<file path="src/rtl/mult_pkg.sv">
// mult_pkg: shared widths, FSM state encoding and Booth op decode for booth_mult_seq.
// Latency: n/a (declarations only).
// Backpressure: n/a.
//
// Contents: DATA_W operand width, PROD_W product register width (guard bit excluded),
// ITER_W iteration counter width, state_t FSM states, booth_op_t Booth recoding ops.
package mult_pkg;

  localparam int DATA_W = 32;
  localparam int PROD_W = 2 * DATA_W + 1;
  localparam int ITER_W = $clog2(DATA_W);

  typedef enum logic [1:0] {
    IDLE = 2'd0,
    RUN  = 2'd1,
    DONE = 2'd2
  } state_t;

  typedef enum logic [1:0] {
    NOP = 2'd0,
    ADD = 2'd1,
    SUB = 2'd2
  } booth_op_t;

  // Radix-2 Booth recoding of the current multiplier LSB and the Q-1 bit.
  function automatic booth_op_t booth_decode(input logic q0, input logic qm1);
    booth_op_t op;
    case ({q0, qm1})
      2'b01:   op = ADD;
      2'b10:   op = SUB;
      default: op = NOP;
    endcase
    return op;
  endfunction

endpackage

</file>
<file path="src/rtl/booth_step.sv">
// booth_step: one radix-2 Booth iteration (conditional add/sub of M, then arithmetic shift right).
// Latency: combinational, zero cycles.
// Backpressure: none; pure function of its inputs.
//
// Ports:
//   i_reg  in   PROD_W+1  {guard, A, Q, Q-1} working register
//   i_m    in   DATA_W    latched multiplicand M
//   o_reg  out  PROD_W+1  register after the add/sub and the 1-bit arithmetic shift
module booth_step
  import mult_pkg::*;
(
  input  logic [PROD_W:0]   i_reg,
  input  logic [DATA_W-1:0] i_m,
  output logic [PROD_W:0]   o_reg
);

  logic [DATA_W:0] w_acc;
  logic [DATA_W:0] w_m_ext;
  logic [DATA_W:0] w_sum;
  booth_op_t       w_op;

  // {guard, A} forms a 33-bit signed accumulator, so A - M cannot wrap even for M = -2^31.
  assign w_acc   = i_reg[PROD_W:DATA_W+1];
  assign w_m_ext = {i_m[DATA_W-1], i_m};
  assign w_op    = booth_decode(i_reg[1], i_reg[0]);

  always_comb begin
    w_sum = w_acc;
    case (w_op)
      ADD:     w_sum = w_acc + w_m_ext;
      SUB:     w_sum = w_acc - w_m_ext;
      default: w_sum = w_acc;
    endcase
  end

  // Arithmetic shift right of {sum, Q, Q-1}: the guard bit replicates, old Q[0] becomes Q-1.
  assign o_reg = {w_sum[DATA_W], w_sum, i_reg[DATA_W:1]};

endmodule

</file>
<file path="src/rtl/booth_mult_seq.sv">
// booth_mult_seq: sequential radix-2 Booth multiplier, signed 32x32 -> 64, one step per clock.
// Latency: 32 cycles from the start edge to the result_rdy pulse (1 cycle for zero operands
//   when MULT_ZERO_BYPASS_EN is defined).
// Backpressure: none; ctrl_mult is honoured in every state and restarts the unit, aborting any op.
//
// Optional feature macro: MULT_ZERO_BYPASS_EN (zero operand short-cuts straight to DONE).
//
// Ports:
//   clock           in   rising-edge clock
//   reset_n         in   asynchronous active-low reset
//   ctrl_mult       in   start pulse, operands sampled when high
//   multiplicand    in   DATA_W signed operand M
//   multiplier      in   DATA_W signed operand Q
//   busy            out  high while iterating
//   result_rdy      out  one-cycle completion pulse
//   product         out  PROD_W Booth register: [64:1] signed product, [0] Booth Q-1 bit
//   result          out  DATA_W low product word, product[32:1]
//   multiplicand_q  out  DATA_W multiplicand latched at start
//   multiplier_q    out  DATA_W multiplier latched at start
module booth_mult_seq
  import mult_pkg::*;
(
  input  logic              clock,
  input  logic              reset_n,
  input  logic              ctrl_mult,
  input  logic [DATA_W-1:0] multiplicand,
  input  logic [DATA_W-1:0] multiplier,
  output logic              busy,
  output logic              result_rdy,
  output logic [PROD_W-1:0] product,
  output logic [DATA_W-1:0] result,
  output logic [DATA_W-1:0] multiplicand_q,
  output logic [DATA_W-1:0] multiplier_q
);

  localparam logic [ITER_W-1:0] LAST_ITER = ITER_W'(DATA_W - 1);

  state_t            r_state;
  logic [ITER_W-1:0] r_cnt;
  logic [PROD_W:0]   r_acc;     // {guard, A, Q, Q-1}
  logic [PROD_W:0]   w_step;

`ifdef MULT_ZERO_BYPASS_EN
  logic r_zero_pend;            // zero operand seen at start; finish on the next edge
  logic w_zero_op;
  assign w_zero_op = (multiplicand == '0) || (multiplier == '0);
`endif

  booth_step u_step (
    .i_reg (r_acc),
    .i_m   (multiplicand_q),
    .o_reg (w_step)
  );

  // The guard bit is internal only; downstream sees the 65-bit Booth register.
  assign product = r_acc[PROD_W-1:0];
  assign result  = r_acc[DATA_W:1];

  always_ff @(posedge clock or negedge reset_n) begin
    if (!reset_n) begin
      r_state        <= IDLE;
      r_cnt          <= '0;
      r_acc          <= '0;
      busy           <= 1'b0;
      result_rdy     <= 1'b0;
      multiplicand_q <= '0;
      multiplier_q   <= '0;
`ifdef MULT_ZERO_BYPASS_EN
      r_zero_pend    <= 1'b0;
`endif
    end else begin
      // result_rdy is a single-cycle pulse unless a completion below re-asserts it.
      result_rdy <= 1'b0;

      if (ctrl_mult) begin
        // A start wins in every state; an op in flight is dropped without a pulse.
        multiplicand_q <= multiplicand;
        multiplier_q   <= multiplier;
        r_cnt          <= '0;
        busy           <= 1'b1;
`ifdef MULT_ZERO_BYPASS_EN
        if (w_zero_op) begin
          // Product is known to be zero; park in IDLE for one cycle then report.
          r_acc       <= '0;
          r_state     <= IDLE;
          r_zero_pend <= 1'b1;
        end else begin
          r_acc       <= {1'b0, {DATA_W{1'b0}}, multiplier, 1'b0};
          r_state     <= RUN;
          r_zero_pend <= 1'b0;
        end
`else
        r_acc   <= {1'b0, {DATA_W{1'b0}}, multiplier, 1'b0};
        r_state <= RUN;
`endif
      end else begin
        case (r_state)
          IDLE: begin
`ifdef MULT_ZERO_BYPASS_EN
            if (r_zero_pend) begin
              r_zero_pend <= 1'b0;
              r_state     <= DONE;
              busy        <= 1'b0;
              result_rdy  <= 1'b1;
            end
`endif
          end

          RUN: begin
            r_acc <= w_step;
            // Count value 31 marks the final step; it is consumed on this edge.
            if (r_cnt == LAST_ITER) begin
              r_state    <= DONE;
              busy       <= 1'b0;
              result_rdy <= 1'b1;
            end else begin
              r_cnt <= r_cnt + 1'b1;
            end
          end

          DONE: begin
            // Product and latched operands are left untouched for the overflow checker.
            r_state <= IDLE;
          end

          default: begin
            r_state <= IDLE;
            busy    <= 1'b0;
          end
        endcase
      end
    end
  end

endmodule

</file>
<file path="config.mk">
export PLATFORM = sky130hd
export DESIGN_NAME = booth_mult_seq
export DESIGN_NICKNAME = d
export VERILOG_FILES = /design/src/rtl/mult_pkg.sv /design/src/rtl/booth_step.sv /design/src/rtl/booth_mult_seq.sv
export SDC_FILE = /design/constraint.sdc
export NUM_CORES = 1
export LEC_CHECK = 0
export ABC_AREA = 0
export BUFFER_PORTS_ARGS = -buffer_cell sky130_fd_sc_hd__buf_4
export CAP_MARGIN = 20
export CORE_UTILIZATION = 45
export DETAILED_ROUTE_END_ITERATION = 8
export PLACE_DENSITY = 0.65
export SETUP_SLACK_MARGIN = 0.3
export SYNTH_ARGS = -nofsm -noshare
export SYNTH_HDL_FRONTEND = slang
export SYNTH_HIERARCHICAL = 1
export SYNTH_SLANG_ARGS = --single-unit
</file>
<file path="constraint.sdc">
create_clock -name clock -period 5.1 [get_ports clock]
set_clock_uncertainty 0.1 [all_clocks]
set_input_delay 1.02 -clock clock [delete_from_list [all_inputs] [get_ports clock]]
set_output_delay 1.02 -clock clock [all_outputs]
set_load 0.02 [all_outputs]
</file>
==> impl_metrics.ini <==
[clocking]
clock_sinks = 139
clkTransAtPathRegs_ns = 0.06
cts_buffers = 17
htreeDepth = 4
clk_path_buf_depth = 2
insertion_delay_ns = 0.42
cts_tree = yes
cts_root_buf = clkbuf_16

[place]
numPortBuffers = 229
place_congestion = 0.886
hpwlAfterDp_um = 17500
placed_cell_area_um2 = 10300

[yosys]
synth_warnings = 6
synth_cell_types = 62
synth_area_um2 = 9390
synth_fp_nets = 1128
ys_seq_area_share_pct = 37.0
synth.top_cell.area_share_pct = 37.0
async_reset_ff_share_pct = 100
synth_top_cells_by_area = dfrtp_1, buf_4, mux2_2
synthesis.instances = 1024
ys.flop_type = dfrtp_1
synth_edf_count = 0
synth_area_leader_cell = dfrtp_1
post_synth.cell_area_avg_um2 = 9.17
synth-seq-cells = 139

[finish]
final_common_cell = buf_4
nFillCells = 1877
fin_nets = 1212
final_cell_mix = buf_4, dfrtp_1, o21ai_0
multi_input_area_um2 = 4430
final_cell_area_um2 = 10900
area.growth.synth_to_final_pct = 16.4
seqCellArea_um2 = 3480
drive_gt1_share_pct = 32.1
antenna_cells = 0

[detailed_routing]
drt-total-wl_um = 23500
route.met3.wl_um = 1340
route.detailed.drc = 0
num_vias = 7287
drtIter0Drc = 318
vias_per_cell = 5.24
drtPass1Iterations = 4
wl_met1_um = 10800
drtAntennaViolNets = 0
dr.max_layer_used = met4
wl_met2_um = 10900
wl_per_cell_um = 16.9

[setup_path]
path_max_fanout = 8
critical_path_class = reg2reg
end_kind = register
required_ns = 5.36
path_buf_inv = 0
cp_slowest_cell = or4_1
arrival_ns = 4.83
max_stage_delay_ns = 0.60
cp_common_cell = or4_4
path_delay_family = simple AND/OR/NAND/NOR gates
path_cells = or4_4, or4_4, or2_2, nor4_1, nor2_1, xnor2_1, ha_1, nand4_1, or4_1, a211oi_2, nor4b_1, a311oi_1, a22o_1
startpoint_type = register

[power_and_ir_drop]
leakage_nw = 5.23
seq_power_share_pct = 31.0
combinationalPowerShare_pct = 43.2
ir_drop_mv = 0.214
intPower_mw = 2.85
swShare_pct = 39.9
p_switching_mw = 1.89
pwr-share-clk_pct = 25.9
power_density_nw_per_um2 = 434

[sta]
hold_viol = 0
relSlewSlack_pct = 33.4
period_minus_slack_ns = 4.58
slew_violations = 0
period_share_pct = 89.8
rsz0062_at_grt = false
setup_violations = 0
fmax_mhz = 218
worst_pin_slew_ns = 0.997
fin_tns_setup_ns = 0

[floorplan]
die_h_um = 146
io_pins = 230
initial_utilization_pct = 46.1
std_cell_rows = 52
die_x_um = 146
dieArea_um2 = 21400
core_um2 = 20400

[global_routing]
grt_max_degree = 75
antenna_found_initial = 0
grt_pass1_vias = 7212
track_usage_pct = 22.4
grt_pass1_wl_um = 38000
gr-total-overflow = 0

[outcome]
outcome = finished clean

[min_path]
hold_class = reg2reg

[flow_run]
maxCapViolations = 0
-- cells in the mapped netlist, types with 4 or more instances --
master and n:
dfrtp_1 139, mux2i_1 6, nor2_1 40, buf_4 140, o21ai_0 110, mux2_4 7, a21oi_1 53, xor2_1 14
a31oi_1 9, a22o_1 34, inv_1 81, xnor2_1 43, nand2_1 94, o22ai_1 4, o21a_1 8, nor3_1 16
mux2_2 59, a21o_1 10, clkbuf_1 23, buf_2 10, nand4_1 9, nor4_1 5, and3_1 4, a211oi_1 4
ha_1 36, o21bai_1 5
-- path summary, 6_finish.rpt --
kind                       cells past startpoint              start  slack [ns]         to
setup / recovery                              13  multiplicand_q[9]        0.52  r_acc[63]
min in group asynchronous                      1            reset_n        0.43  r_acc[40]
hold / removal                                 1               busy        0.38       busy
max in group asynchronous                      2            reset_n        3.45  r_acc[22]
setup reg to reg                              13  multiplicand_q[9]        0.52  r_acc[63]
hold reg to reg                                1               busy        0.38       busy
-- logic make-up after synthesis --
| family | Yosys count | synth area share, % |
|---|---|---|
| and+or+nand+nor | 199 | 10.2 |
| DFF | 139 | 37.0 |
| AOI/OAI and AO/OA | 260 | 17.0 |
| muxes | 75 | 9.19 |
| adders and majority gates | 37 | 5.01 |
| xor gates and xnor gates | 57 | 5.32 |
| buffers and inverters | 257 | 16.2 |
-- worst register-to-register path, stage by stage (launching register included) --
cell	delay [ns]
dfrtp_1	0.44
or4_4	0.57
or4_4	0.59
or2_2	0.34
nor4_1	0.20
nor2_1	0.09
xnor2_1	0.14
ha_1	0.44
nand4_1	0.18
or4_1	0.60
a211oi_2	0.27
nor4b_1	0.10
a311oi_1	0.28
a22o_1	0.18
-- layer usage --
layer  GRT usage [%]  up-vias
met5               0        -
li1                -     3575
met3            4.34       31
met2            35.9      235
met4            8.02        0
met1            30.3     3446
-- power by group through the flow --
stage               clock network (mW)  logic, mW  registers, mW
detailed placement                   0       2.02           1.48
finish                            1.23       2.05           1.47
CTS                               1.25       2.03           1.47
global placement                     0       2.02           1.49
floorplan                            0       1.57           1.47
global route                      1.31       2.25           1.50
-- metrics by stage --
step                worst slack, ns  utilization [%]  cells  hold WS [ns]  total power [mW]
global placement              0.348             50.7   1359         0.366              3.50
floorplan                     0.647                -   1024         0.389              3.04
detailed placement            0.291             50.7   1359         0.367              3.50
global route                  0.262             53.7   1391         0.414              5.05
CTS                           0.318             53.5   1391         0.381              4.75
finish                        0.522             53.7   1391         0.376              4.74
-- cell type report --
cell class / instances / share of cell area, %
well taps: 270 / 3.09
clock inverters: 13 / 1.24
inverters: 82 / 2.81
multi-input cells: 628 / 40.5
flip-flops and latches: 139 / 31.8
repair buffers: 240 / 16.5
clock buffers: 19 / 4.05
-- registers in the layout, indices dropped and copies added, names as in the netlist --
name,cells
busy,1
multiplicand_q,32
r_state,2
r_cnt,5
multiplier_q,32
r_acc,66
result_rdy,1
-- what timing repair did --
action / in CTS / in global routing
setup endpoints to repair: 1 / 6
resized for setup: 1 / 6
gates cloned: 0 / 0
hold buffers: 0 / 0
endpoints found under the hold margin: 0 / 0
setup buffers: 0 / 0
No activity file was read; power rests on OpenSTA's default activity.
